### src/rtl/bsg_mem_1r1w_sync_stream_reader.sv
//------------------------------------------------------------------------------
// bsg_mem_1r1w_sync_stream_reader: burst read master for bsg_mem_1r1w_sync,
// streaming words out on valid/yumi. Option: BSG_MEM_STREAM_READER_COLLISION_STALL_EN
// Revision: 1.0
//------------------------------------------------------------------------------
`default_nettype none

module bsg_mem_1r1w_sync_stream_reader #(
   parameter int width_p       = 8,
   parameter int els_p         = 8,
   parameter int len_width_p   = 16,
   parameter int addr_width_lp = (els_p > 1) ? $clog2(els_p) : 1
) (
   input  logic                     clk_i,
   input  logic                     reset_i,
   input  logic                     cmd_v_i,
   input  logic [addr_width_lp-1:0] cmd_addr_i,
   input  logic [len_width_p-1:0]   cmd_len_i,
   output logic                     cmd_ready_o,
`ifdef BSG_MEM_STREAM_READER_COLLISION_STALL_EN
   input  logic                     w_v_i,
   input  logic [addr_width_lp-1:0] w_addr_i,
`endif
   output logic                     r_v_o,
   output logic [addr_width_lp-1:0] r_addr_o,
   input  logic [width_p-1:0]       r_data_i,
   output logic                     data_v_o,
   output logic [width_p-1:0]       data_o,
   output logic                     data_last_o,
   input  logic                     data_yumi_i,
   output logic                     busy_o
);

   typedef enum logic [0:0] {
      IDLE = 1'b0,
      RUN  = 1'b1
   } state_e;

   state_e                   state_q, state_d;
   logic [addr_width_lp-1:0] cur_addr_q, cur_addr_d;
   logic [len_width_p-1:0]   remaining_q, remaining_d;
   logic                     inflight_q, inflight_d;
   logic                     inflight_last_q, inflight_last_d;
   logic [width_p:0]         fifo_q [2];
   logic [width_p:0]         fifo_d [2];
   logic                     wr_ptr_q, wr_ptr_d;
   logic                     rd_ptr_q, rd_ptr_d;
   logic [1:0]               count_q, count_d;

   logic                     pop;
   logic                     room;
   logic                     issue;
   logic                     stall;
   logic [2:0]               projected;

   assign pop       = data_yumi_i & (count_q != 2'd0);
   // Slots committed after this cycle: buffered + in flight - leaving now.
   assign projected = {1'b0, count_q} + {2'b00, inflight_q} - {2'b00, pop};
   assign room      = (projected < 3'd2);

`ifdef BSG_MEM_STREAM_READER_COLLISION_STALL_EN
   assign stall = w_v_i & (w_addr_i == cur_addr_q);
`else
   assign stall = 1'b0;
`endif

   assign issue = (state_q == RUN) & (remaining_q != '0) & room & ~stall;

   always_comb begin
      state_d         = state_q;
      cur_addr_d      = cur_addr_q;
      remaining_d     = remaining_q;
      inflight_d      = 1'b0;
      inflight_last_d = inflight_last_q;
      fifo_d          = fifo_q;
      wr_ptr_d        = wr_ptr_q;
      rd_ptr_d        = rd_ptr_q;
      count_d         = count_q + {1'b0, inflight_q} - {1'b0, pop};

      if ((state_q == IDLE) && cmd_v_i && (cmd_len_i != '0)) begin
         state_d     = RUN;
         cur_addr_d  = cmd_addr_i;
         remaining_d = cmd_len_i;
      end

      if (issue) begin
         cur_addr_d      = (cur_addr_q == addr_width_lp'(els_p - 1))
                           ? '0 : cur_addr_q + addr_width_lp'(1);
         remaining_d     = remaining_q - len_width_p'(1);
         inflight_d      = 1'b1;
         inflight_last_d = (remaining_q == len_width_p'(1));
         if (remaining_q == len_width_p'(1)) begin
            state_d = IDLE;
         end
      end

      // Memory output is only valid this one cycle, so it is always taken.
      if (inflight_q) begin
         fifo_d[wr_ptr_q] = {inflight_last_q, r_data_i};
         wr_ptr_d         = ~wr_ptr_q;
      end

      if (pop) begin
         rd_ptr_d = ~rd_ptr_q;
      end
   end

   always_ff @(posedge clk_i or posedge reset_i) begin
      if (reset_i) begin
         state_q         <= IDLE;
         cur_addr_q      <= '0;
         remaining_q     <= '0;
         inflight_q      <= 1'b0;
         inflight_last_q <= 1'b0;
         fifo_q[0]       <= '0;
         fifo_q[1]       <= '0;
         wr_ptr_q        <= 1'b0;
         rd_ptr_q        <= 1'b0;
         count_q         <= 2'd0;
      end else begin
         state_q         <= state_d;
         cur_addr_q      <= cur_addr_d;
         remaining_q     <= remaining_d;
         inflight_q      <= inflight_d;
         inflight_last_q <= inflight_last_d;
         fifo_q[0]       <= fifo_d[0];
         fifo_q[1]       <= fifo_d[1];
         wr_ptr_q        <= wr_ptr_d;
         rd_ptr_q        <= rd_ptr_d;
         count_q         <= count_d;
      end
   end

   assign cmd_ready_o = (state_q == IDLE);
   assign r_v_o       = issue;
   assign r_addr_o    = cur_addr_q;
   assign data_v_o    = (count_q != 2'd0);
   assign data_o      = fifo_q[rd_ptr_q][width_p-1:0];
   assign data_last_o = fifo_q[rd_ptr_q][width_p];
   assign busy_o      = (state_q == RUN) | inflight_q | (count_q != 2'd0);

endmodule

`default_nettype wire

### config.mk
export PLATFORM = sky130hd
export DESIGN_NAME = bsg_mem_1r1w_sync_stream_reader
export DESIGN_NICKNAME = d
export VERILOG_FILES = /design/src/rtl/bsg_mem_1r1w_sync_stream_reader.sv
export SDC_FILE = /design/constraint.sdc
export NUM_CORES = 1
export LEC_CHECK = 0
export ABC_AREA = 1
export CAP_MARGIN = 10
export CORE_UTILIZATION = 34
export DETAILED_ROUTE_END_ITERATION = 10
export PLACE_DENSITY = 0.56
export RECOVER_POWER = 100
export SYNTH_ARGS = -nofsm -noshare
export SYNTH_HDL_FRONTEND = slang
export SYNTH_SLANG_ARGS = --single-unit
### constraint.sdc
create_clock -name clk_i -period 8.72 [get_ports clk_i]
set_clock_uncertainty 0.2 [all_clocks]
set_input_delay 1.744 -clock clk_i [delete_from_list [all_inputs] [get_ports clk_i]]
set_output_delay 1.744 -clock clk_i [all_outputs]
set_load 0.01 [all_outputs]
==> impl_summary.log, run 1 <==
[metrics] relative area change from synthesis to final layout: 24.7%
[metrics] area of all placed cells without fillers: ~3200 um^2
[metrics] core area: roughly 7300 um^2
[metrics] setup repair after global routing missed its margin: no
[metrics] total die area: roughly 8000 um^2
[metrics] starting density of the core: 0.355
[metrics] aggregate negative setup slack: 0 ns
[metrics] Netlist cell types: 29
[metrics] longest individual stage delay on the worst path: about 0.9 ns
[metrics] origin of the worst min-delay path: fifo_q[10]
[metrics] count of buffers from port buffering: 46
[metrics] sequential cell area in the final layout: around 1100 um^2
[metrics] worst slew margin relative to its limit: -0.140
[metrics] Die Width: roughly 90 um
[metrics] count of fill cells added during filler insertion: 794
[metrics] layout net count: between 400 and 500
[metrics] number of endpoints failing setup at the final stage: 0
[metrics] number of H-tree levels: 2
[metrics] type of origin of the critical path: primary input
[metrics] overflow left after global routing: 0
[metrics] Max Transition Viols Final: 45
[metrics] total leakage power: between 0.0015 and 0.002 uW
[metrics] via count: between 2,000 and 2,500
[metrics] number of vias per cell: 4.68
[metrics] Final Wtd Congestion: 0.852
[metrics] antenna viol nets, final: 0
[metrics] origin of the worst setup path: data_yumi_i
[metrics] element type at the critical path end: output pin
[metrics] cell occurring most often along the worst timing path: inv_1
[metrics] routed len/inst: 12.2 um
[metrics] Setup Crit Path Kind: in -> out
[metrics] largest driver fanout on the critical path: 15
[metrics] TritonRoute pass-1 iters: 4
[metrics] share of synthesized area occupied by flip-flops and latches: 0.426
[metrics] CTS tree: yes
[metrics] average cell area after synthesis: around 7.1 um^2
[metrics] slew at the pin closest to its max-slew limit: around 1.7 ns
[metrics] number of placement rows: 31
[metrics] time the worst path needs with I/O delays and setup: between 7 and 8 ns
[metrics] post-CTS setup-driven buffer insertion count: 0
[metrics] tightest hold margin: ~0.29 ns
[metrics] fraction of final layout cells with drive strength greater than 1: 0.0542
[metrics] list of cells traversed by the critical path: dlygate4sd3_1 -> nand2_1 -> inv_1 -> ha_1 -> inv_1 -> ha_1 -> fa_1 -> inv_1 -> nand4_1 -> a21oi_1 -> dlygate4sd3_1
[metrics] maximum clock frequency: between 0.1 and 0.15 GHz
[metrics] number of antenna violations at the first check in global routing: 0
[metrics] required time of the critical path: roughly 6.8 ns
[metrics] leading cell type in the layout, fill and taps excluded: nand2_1
[metrics] overall fraction of global-route tracks in use: 0.176
[metrics] FF-to-FF Start: count_q[1]
[metrics] via count of the first global-routing pass: between 2,000 and 2,500
[metrics] path type of the worst min-delay path: reg -> reg
[metrics] Crit path buffers/inverters: 5
[metrics] most used cells in the layout excluding fill and tap cells: nand2_1 (119), nand3_1 (53), dfrtp_1 (44)
[metrics] DRC errors left: 0
[metrics] pin count of the biggest net entering global routing: 45
[metrics] post-synthesis instance total: approximately 360
[metrics] insertion delay to the later sink of the worst-skew pair: 0.30 ns
[metrics] root buffer cell: clkbuf_8
[metrics] die outline height: slightly below 90 um
[metrics] total clock buffers created by CTS: 5
[metrics] largest delay contributor family on the critical path: buffers and inverters
[metrics] I/O pin cnt: 47
[metrics] run status: complete, but fails checks
[metrics] wire length of the first global-routing pass: roughly 11 mm
[metrics] wirelength, routed: between 6 and 7 mm
[metrics] 1st-iter DRT viols: ~140
[metrics] slowest cell on the critical path: a21oi_1
[metrics] Netlist Area Pre-Place: between 2000 and 3000 um^2
[metrics] post-synth net total: 400
[metrics] Arr. time, crit path: about 5.2 ns
[metrics] cell area power density: between 300 and 400 nW/um^2
[metrics] post-synthesis register bit count: 44
[metrics] max-cap violations: 1
[metrics] clock tree buffer depth: 2
[metrics] number of hold-repair buffers added at the cts stage: 0
[metrics] CTS sink count: 44
[metrics] placed cell areas: roughly 3100 um^2
[metrics] HPWL after detailed placement: ~4.4 mm
[metrics] violations in the final reports: capacitance limit, slew limit
[metrics] Peak supply drop: around 0.14 mV
[metrics] total power draw: 1150 uW
[metrics] Worst-path clk slew: roughly 0.09 ns
[metrics] Synth warnings: 0
[metrics] multi-input combinational cell area: roughly 1300 um^2
[metrics] count of endpoints failing hold in the final timing report: 0
[metrics] final critical-path share of the clock period: 0.817
[metrics] number of antenna repair diodes: 0
[metrics] Gates resized, CTS repair: 0
## synth_stat cells
| library cell | number | area [um^2] |
|---|---|---|
| nor2_8 | 1 | 20.0 |
| ha_1 | 6 | 75.1 |
| inv_2 | 1 | 3.75 |
| xor2_1 | 1 | 8.76 |
| nand2_4 | 2 | 22.5 |
| o21ai_1 | 3 | 15.0 |
| clkinv_2 | 1 | 5.00 |
| nor3_1 | 2 | 10.0 |
| nand2_1 | 117 | 439 |
| or2_1 | 1 | 6.26 |
| nor2_2 | 5 | 31.3 |
| or2_2 | 2 | 12.5 |
| nand3_1 | 53 | 265 |
| nand3b_1 | 5 | 37.5 |
| o21a_1 | 2 | 15.0 |
| dfrtp_1 | 44 | 1100 |
| clkbuf_1 | 6 | 22.5 |
| nand2_2 | 3 | 18.8 |
| fa_1 | 1 | 20.0 |
| nand4_1 | 5 | 31.3 |
| o31ai_1 | 1 | 7.51 |
| a21oi_2 | 1 | 8.76 |
| inv_1 | 41 | 154 |
| buf_6 | 1 | 11.3 |
| o21ai_0 | 19 | 95.1 |
| buf_2 | 4 | 20.0 |
| clkinv_1 | 1 | 3.75 |
| a21oi_1 | 2 | 10.0 |
| nor2_1 | 31 | 116 |
## worst register-to-register path, delay by kind of cell (launching register included)
family        cells  cell delay, ns
flops             1            0.41
fa+ha+maj         3            0.90
simple gates      7            1.39
buf+inv           6            0.90
## per-layer routing
layer | part of all wire | track usage | vias to the layer above
li1 | - | - | 1232
met1 | 0.48 | 0.231 | 1075
met4 | 0.0072 | 0.0491 | 0
met5 | 0 | 0 | -
met3 | 0.047 | 0.0379 | 5
met2 | 0.47 | 0.291 | 52
## cells by family (layout without fill, tap and decap cells)
logic type               after synthesis  count (layout)  share of synthesized area
buffers and inverters                 55              99                     0.0851
adder cells (fa/ha/maj)                7               7                     0.0368
flip-flops                            44              44                      0.426
AND/OR/NAND/NOR                      227             227                      0.391
AO/OA/AOI/OAI                         28              28                     0.0585
XOR/XNOR                               1               1                    0.00339
## layout make-up
cell class	count	area share
clock buffers	5	0.0213
clock inverters	3	0.0143
inverters	44	0.0516
multi-input cells	263	0.388
flip-flops and latches	44	0.341
well taps	99	0.0384
repair buffers	47	0.145
## worst paths after layout
path | endpoint | slack [ns] | depth (start not counted)
min in group asynchronous | r_addr_o[2] | 2.21 | 2
setup reg to reg | r_addr_o[1] | 4.80 | 16
max in group asynchronous | count_q[1] | 5.12 | 2
hold reg to reg | fifo_q[10] | 0.29 | 2
setup / recovery | r_v_o | 1.59 | 11
hold / removal | fifo_q[10] | 0.29 | 2
## flip-flops by register name, indices dropped and copies added, names as in the netlist
name	flops
fifo_q	18
remaining_q	16
r_addr_o	3
count_q	2
inflight_last_q	1
inflight_q	1
rd_ptr_q	1
state_q	1
wr_ptr_q	1
## power by group
group / total (uW) / internal, uW / switching, uW
clock: 162 / 86.4 / 75.4
combinational: 604 / 228 / 376
sequential: 380 / 301 / 79.3
total: 1150 / 615 / 530
## metrics by stage
step                      worst slack [ns]   util  std cells
final                                 1.59  0.443        505
after floorplan                       3.42      -        362
after CTS                             2.09  0.444        505
after global routing                  1.38  0.443        505
after detailed placement              2.10  0.429        497
after global placement                2.14  0.429        497
Power figures use the tool's default switching activity.
==> run 2: changes to the inputs <==
Clock period 8.72 ns to 6.64 ns, I/O delays scaled along.
==> run 2 against run 1 <==
Net effect: the run still ends with capacitance limit, slew limit left; critical path depth rose by 1; sequential power rose by 31%; combinational power rose by 33%; sequential share of layout area fell by 0.12 points; setup slack got worse by 0.60 ns; power rose by 32%; critical endpoint unchanged.
==> impl_summary.log, run 2 (same netlist as run 1, synthesis figures left out) <==
[metrics] run status: complete, but fails checks
[metrics] violations in the final reports: capacitance limit, slew limit
[metrics] most used cells in the layout excluding fill and tap cells: nand2_1 (119), nand3_1 (53), dfrtp_1 (44)
[metrics] total die area: 7960 um^2 (unchanged)
[metrics] Net Sw Power: 699 uW (+32%)
[metrics] FF-to-FF Start: count_q[1]
[metrics] end of the worst register-to-register path: remaining_q[0]
[metrics] pin count of the biggest net entering global routing: 45 (unchanged)
[metrics] number of hold-repair buffers added at the cts stage: 0 (unchanged)
[metrics] die outline height: 89.2 um (unchanged)
[metrics] number of H-tree levels: 2 (unchanged)
[metrics] count of buffers from port buffering: 46 (unchanged)
[metrics] type of origin of the critical path: primary input
[metrics] flop-to-flop setup slack: 2.72 ns (-2.08 ns)
[metrics] number of antenna repair diodes: 0 (unchanged)
[metrics] leading cell type in the layout, fill and taps excluded: nand2_1
[metrics] post-CTS setup-driven buffer insertion count: 0 (unchanged)
[metrics] sequential cell area in the final layout: 1100 um^2 (unchanged)
[metrics] overflow left after global routing: 0 (unchanged)
[metrics] cell area power density: 469 nW/um^2 (+32%)
[metrics] total clock buffers created by CTS: 5 (unchanged)
[metrics] starting density of the core: 0.355 (unchanged)
[metrics] tightest hold margin: 0.292 ns (+0.00215 ns)
[metrics] non-filler cells, final: 506 (+0.20%)
[metrics] fraction of final layout cells with drive strength greater than 1: 0.0590 (+0.00478)
[metrics] Setup Crit Path Kind: in -> out
[metrics] HPWL after detailed placement: 4.33 mm (-0.70%)
[metrics] number of antenna violations at the first check in global routing: 0 (unchanged)
[metrics] WHS Endpoint: fifo_q[11]
[metrics] time the worst path needs with I/O delays and setup: around 5.7 ns
[metrics] via count: 2,341 (-0.97%)
[metrics] maximum clock frequency: approximately 0.18 GHz
[metrics] flip-flop count of the largest register, all copies and words added: 18 (unchanged)
[metrics] largest driver fanout on the critical path: 15 (unchanged)
[metrics] I/O pin cnt: 47 (unchanged)
[metrics] worst slack at placement: 1.15 ns (-0.946 ns)
[metrics] number of vias per cell: 4.63 (-1.2%)
[metrics] Worst-path clk slew: 0.09 ns (about the same)
[metrics] Layout Utilization: 0.444 (+0.00154)
[metrics] final critical-path share of the clock period: 0.851
[metrics] total leakage power: 0.00163 uW (+0.30%)
[metrics] slew at the pin closest to its max-slew limit: 1.71 ns (+0.00301 ns)
[metrics] count of endpoints failing hold in the final timing report: 0 (unchanged)
[metrics] routed len/inst: 12.2 um (+0.49%)
[metrics] wirelength, routed: 6.18 mm (+0.68%)
[metrics] placed instance count: 498 (+0.20%)
[metrics] Max Transition Viols Final: 45 (unchanged)
[metrics] Internal: 818 uW (+33%)
[metrics] clock tree buffer depth: 2 (unchanged)
[metrics] Arr. time, crit path: 4.12 ns (-1.06 ns)
[metrics] antenna viol nets, final: 0 (unchanged)
[metrics] count of fill cells added during filler insertion: 784 (-1.3%)
[metrics] overall fraction of global-route tracks in use: 0.180 (+0.00429)
[metrics] origin of the worst min-delay path: fifo_q[11]
[metrics] 1st-iter DRT viols: 129 (-9.8%)
[metrics] number of placement rows: 31 (unchanged)
[metrics] via count of the first global-routing pass: 2,334 (+1.1%)
[metrics] multi-input combinational cell area: 1260 um^2 (+0.30%)
[metrics] switching fraction of total power: 0.461 (-0.00197)
[metrics] cell depth of the worst min-delay path: 2 (unchanged)
[metrics] Final Wtd Congestion: 0.851 (about the same)
[metrics] setup repair after global routing missed its margin: no
[metrics] element type at the critical path end: output pin
[metrics] layout net count: 444 (+0.23%)
[metrics] required time of the critical path: 5.11 ns (-1.67 ns)
[metrics] Die Width: 89.2 um (unchanged)
[metrics] max-cap violations: 1 (unchanged)
[metrics] smallest setup slack after layout: 0.989 ns (-0.603 ns)
[metrics] part of the power in the clock network: 0.142 (about the same)
[metrics] wire length of the first global-routing pass: 11.0 mm (+2.1%)
[metrics] CTS tree: yes
[metrics] register with the most flip-flops: fifo_q
[metrics] CTS sink count: 44 (unchanged)
[metrics] path type of the worst min-delay path: reg -> reg
[metrics] sequential cell fraction of total power: 0.329 (-0.003)
[metrics] aggregate negative setup slack: 0 ns (unchanged)
[metrics] Gates resized, CTS repair: 0 (unchanged)
[metrics] worst slew margin relative to its limit: -0.142 (-0.00201)
[metrics] number of endpoints failing setup at the final stage: 0 (unchanged)
[metrics] combinational power share: 0.529 (+0.002)
[metrics] root buffer cell: clkbuf_8
[metrics] FF-to-FF path depth: 16 (unchanged)
[metrics] insertion delay to the later sink of the worst-skew pair: 0.30 ns (about the same)
[metrics] DRC errors left: 0 (unchanged)
[metrics] relative area change from synthesis to final layout: 25.1%
[metrics] TritonRoute pass-1 iters: 4 (unchanged)
[metrics] Peak supply drop: 0.164 mV (+14%)
[metrics] core area: 7290 um^2 (unchanged)
## run 2: changes by cell type in the layout (fill, tap and decap cells not counted)
| cell | before | now |
|---|---|---|
| a21oi_1 | 3 | 2 |
| a21oi_2 | 0 | 1 |
| buf_4 | 1 | 2 |
## run 2: per-layer routing
metal	routed length [um]	up-vias	GRT usage
met4	106	0	0.0620
li1	-	1228	-
met2	2770	60	0.289
met5	0	-	0
met3	263	11	0.0286
met1	3040	1042	0.247
## run 2: critical path, cell delays in order
cell and delay (ns):
dlygate4sd3_1 0.53, nand2_1 0.10, inv_1 0.05, ha_1 0.26, inv_1 0.04, ha_1 0.18, fa_1 0.45, inv_1 0.07
nand4_1 0.14, a21oi_2 0.13, buf_4 0.21, dlygate4sd3_1 0.63
## run 2: final cells by class
cell class,instances,area share
Timing Repair Buffer,48,0.147
Clock buffer,5,0.0213
Sequential cell,44,0.340
Tap cell,99,0.0383
Clock inverter,3,0.0143
Multi-Input combinational cell,263,0.388
Inverter,44,0.0514
## run 2: how the worst max path moves through the flow
stage	startpoint	to	cells past startpoint
after CTS	data_yumi_i	r_v_o	12
final	data_yumi_i	r_v_o	12
after global placement	data_yumi_i	r_v_o	12
after detailed placement	data_yumi_i	r_v_o	12
after floorplan	data_yumi_i	r_v_o	10
after global routing	data_yumi_i	r_v_o	12
## run 2: through the flow
stage,area [um^2],power (uW)
2_1_floorplan,2590,1080
3_3_place_gp,3130,1340
3_5_place_dp,3130,1350
4_1_cts,3250,1580
5_1_grt,3240,1690
6_report,3240,1520
## run 2: power groups by stage
stage | sequential (uW) | clock (uW) | combinational [uW]
6_report | 499 | 215 | 803
5_1_grt | 518 | 233 | 943
4_1_cts | 500 | 224 | 852
3_5_place_dp | 504 | 0 | 850
3_3_place_gp | 503 | 0 | 839
2_1_floorplan | 474 | 0 | 604
==> run 3: changes to the inputs <==
Settings changed: CELL_PAD_IN_SITES_DETAIL_PLACEMENT from default to 1, CELL_PAD_IN_SITES_GLOBAL_PLACEMENT from default to 2, CORE_MARGIN from default to 1.5, DONT_BUFFER_PORTS from default to 1, PLACE_DENSITY 0.56 to 0.77.
==> run 3 against run 2 <==
Net effect: non-clock buffer count down 46; the flow still finishes with violations (capacitance limit, slew limit); first-iteration DRC count down 35%; critical path type unchanged; maximum frequency up 10%; global-route usage down 0.37 points.
==> impl_summary.log, run 3 (same netlist as run 1, synthesis figures left out) <==
[metrics] fraction of final layout cells with drive strength greater than 1: 0.0582 (-0.000796)
[metrics] placed cell areas: 2670 um^2 (-15%)
[metrics] relative area change from synthesis to final layout: 6.77%
[metrics] path type of the worst min-delay path: reg -> reg
[metrics] flop-to-flop setup slack: 2.49 ns (-0.23 ns)
[metrics] Peak supply drop: 0.202 mV (+23%)
[metrics] sequential cell area in the final layout: 1100 um^2 (unchanged)
[metrics] DRC errors left: 0 (unchanged)
[metrics] post-CTS setup-driven buffer insertion count: 0 (unchanged)
[metrics] number of vias per cell: 4.91 (+6.1%)
[metrics] total leakage power: 0.00143 uW (-13%)
[metrics] Internal: 723 uW (-12%)
[metrics] largest delay contributor family on the critical path: compound AO/OA/AOI/OAI gates
[metrics] number of hold-repair buffers added at the cts stage: 0 (unchanged)
[metrics] worst slew margin relative to its limit: -0.634 (-0.491)
[metrics] area of all placed cells without fillers: 2760 um^2 (-15%)
[metrics] origin of the worst min-delay path: fifo_q[13]
[metrics] antenna viol nets, final: 0 (unchanged)
[metrics] end of the worst register-to-register path: remaining_q[0]
[metrics] register with the most flip-flops: fifo_q
[metrics] total power draw: 1430 uW (-6.1%)
[metrics] root buffer cell: clkbuf_8
[metrics] I/O pin cnt: 47 (unchanged)
[metrics] slew at the pin closest to its max-slew limit: 2.45 ns (+0.739 ns)
[metrics] die outline height: 90.2 um (+1.1%)
[metrics] part of the power in the clock network: 0.145 (+0.003)
[metrics] violations in the final reports: capacitance limit, slew limit
[metrics] largest driver fanout on the critical path: 15 (unchanged)
[metrics] overall fraction of global-route tracks in use: 0.176 (-0.00367)
[metrics] starting density of the core: 0.355 (unchanged)
[metrics] Max Transition Viols Final: 45 (unchanged)
[metrics] switching fraction of total power: 0.493 (+0.0316)
[metrics] Crit path buffers/inverters: 3 (-3)
[metrics] CTS tree: yes
[metrics] core area: 7290 um^2 (unchanged)
[metrics] Arr. time, crit path: 3.61 ns (-0.51 ns)
[metrics] number of H-tree levels: 2 (unchanged)
[metrics] leading cell type in the layout, fill and taps excluded: nand2_1
[metrics] tightest hold margin: 0.288 ns (-0.00404 ns)
[metrics] WHS Endpoint: fifo_q[13]
[metrics] cell occurring most often along the worst timing path: inv_1
[metrics] number of antenna repair diodes: 0 (unchanged)
[metrics] multi-input combinational cell area: 1250 um^2 (-0.30%)
[metrics] total die area: 8140 um^2 (+2.3%)
[metrics] combinational power share: 0.499 (-0.030)
[metrics] maximum clock frequency: 0.195 GHz (+10%)
[metrics] type of origin of the critical path: primary input
[metrics] max-cap violations: 1 (unchanged)
[metrics] clock tree buffer depth: 2 (unchanged)
[metrics] TritonRoute pass-1 iters: 4 (unchanged)
[metrics] number of placement rows: 31 (unchanged)
[metrics] count of endpoints failing hold in the final timing report: 0 (unchanged)
[metrics] flip-flop count of the largest register, all copies and words added: 18 (unchanged)
[metrics] aggregate negative setup slack: 0 ns (unchanged)
[metrics] Worst-path clk slew: 0.08 ns (about the same)
[metrics] layout net count: 398 (-10%)
[metrics] setup repair after global routing missed its margin: no
[metrics] Net Sw Power: 702 uW (+0.38%)
[metrics] element type at the critical path end: output pin
[metrics] HPWL after detailed placement: 4.83 mm (+12%)
[metrics] Gates resized, CTS repair: 0 (unchanged)
[metrics] longest individual stage delay on the worst path: 1.03 ns (+0.40 ns)
[metrics] wirelength, routed: 6.65 mm (+7.6%)
[metrics] run status: complete, but fails checks
[metrics] cell area power density: 516 nW/um^2 (+10%)
[metrics] list of cells traversed by the critical path: nand2_1 -> inv_1 -> ha_1 -> inv_1 -> ha_1 -> fa_1 -> inv_1 -> nand4_1 -> a21oi_1
[metrics] FF-to-FF Start: count_q[1]
[metrics] 1st-iter DRT viols: 84 (-35%)
[metrics] slowest cell on the critical path: a21oi_1
[metrics] time the worst path needs with I/O delays and setup: 5.13 ns (-0.517 ns)
[metrics] required time of the critical path: 5.11 ns (about the same)
[metrics] Final Wtd Congestion: 0.786 (-7.6%)
[metrics] most used cells in the layout excluding fill and tap cells: nand2_1 (119), nand3_1 (53), dfrtp_1 (44)
[metrics] cell depth of the worst min-delay path: 2 (unchanged)
[metrics] number of endpoints failing setup at the final stage: 0 (unchanged)
[metrics] FF-to-FF path depth: 16 (unchanged)
[metrics] Setup Crit Path Kind: in -> out
[metrics] Die Width: 90.2 um (+1.1%)
[metrics] final critical-path share of the clock period: 0.773 (-0.0778)
[metrics] wire length of the first global-routing pass: 11.6 mm (+5.7%)
[metrics] via count: 2,258 (-3.5%)
[metrics] count of buffers from port buffering: 0 (-100%)
[metrics] routed len/inst: 14.5 um (+18%)
[metrics] via count of the first global-routing pass: 2,387 (+2.3%)
[metrics] insertion delay to the later sink of the worst-skew pair: 0.30 ns (about the same)
[metrics] number of antenna violations at the first check in global routing: 0 (unchanged)
[metrics] total clock buffers created by CTS: 5 (unchanged)
[metrics] overflow left after global routing: 0 (unchanged)
[metrics] sequential cell fraction of total power: 0.356 (+0.027)
[metrics] count of fill cells added during filler insertion: 976 (+24%)
[metrics] CTS sink count: 44 (unchanged)
[metrics] pin count of the biggest net entering global routing: 45 (unchanged)
-- run 3: worst reg2reg max path, stage by stage (launching register included) --
cell,delay [ns]
dfrtp_1,0.42
nor2_1,0.17
inv_1,0.11
nand2_1,0.10
inv_1,0.05
ha_1,0.26
inv_1,0.04
ha_1,0.18
fa_1,0.45
inv_1,0.07
nand4_1,0.12
inv_1,0.40
nand2_1,0.54
nand2_1,0.38
clkinvlp_2,0.36
nand2_1,0.15
nand2_1,0.06
-- run 3: area by class of cell --
| cell class | count | area share |
|---|---|---|
| Timing Repair Buffer | 2 | 0.00408 |
| Tap cell | 99 | 0.0448 |
| Inverter | 44 | 0.0602 |
| Sequential cell | 44 | 0.399 |
| Clock buffer | 6 | 0.0263 |
| Multi-Input combinational cell | 263 | 0.453 |
| Clock inverter | 2 | 0.0127 |
-- run 3: how the worst max path moves through the flow --
stage	start	cells past startpoint	slack, ns	end
after floorplan	data_yumi_i	10	2.18	r_v_o
after global placement	data_yumi_i	9	1.91	r_v_o
after detailed placement	data_yumi_i	9	1.88	r_v_o
after CTS	data_yumi_i	9	1.87	r_v_o
after global routing	data_yumi_i	9	1.24	r_v_o
final	data_yumi_i	9	1.51	r_v_o
-- run 3: per-layer routing --
metal  up-vias  global-route usage  wire, um
met5         -                   0         0
met4         0              0.0556       116
met3        10              0.0279       220
met2        47               0.295      3070
met1      1058               0.233      3240
li1       1143                   -         -
-- run 3: power by group through the flow --
stage               Clock, uW  Combinational [uW]  Sequential, uW
floorplan                   0                 604             474
global placement            0                 712             510
detailed placement          0                 736             513
CTS                       216                 737             509
global route              225                 839             525
finish                    207                 711             507
-- run 3: metrics by stage --
step	instances	utilization	setup WS [ns]
CTS	460	0.381	1.87
floorplan	362	-	2.18
global route	460	0.379	1.24
finish	460	0.379	1.51
global placement	452	0.367	1.91
detailed placement	452	0.367	1.88
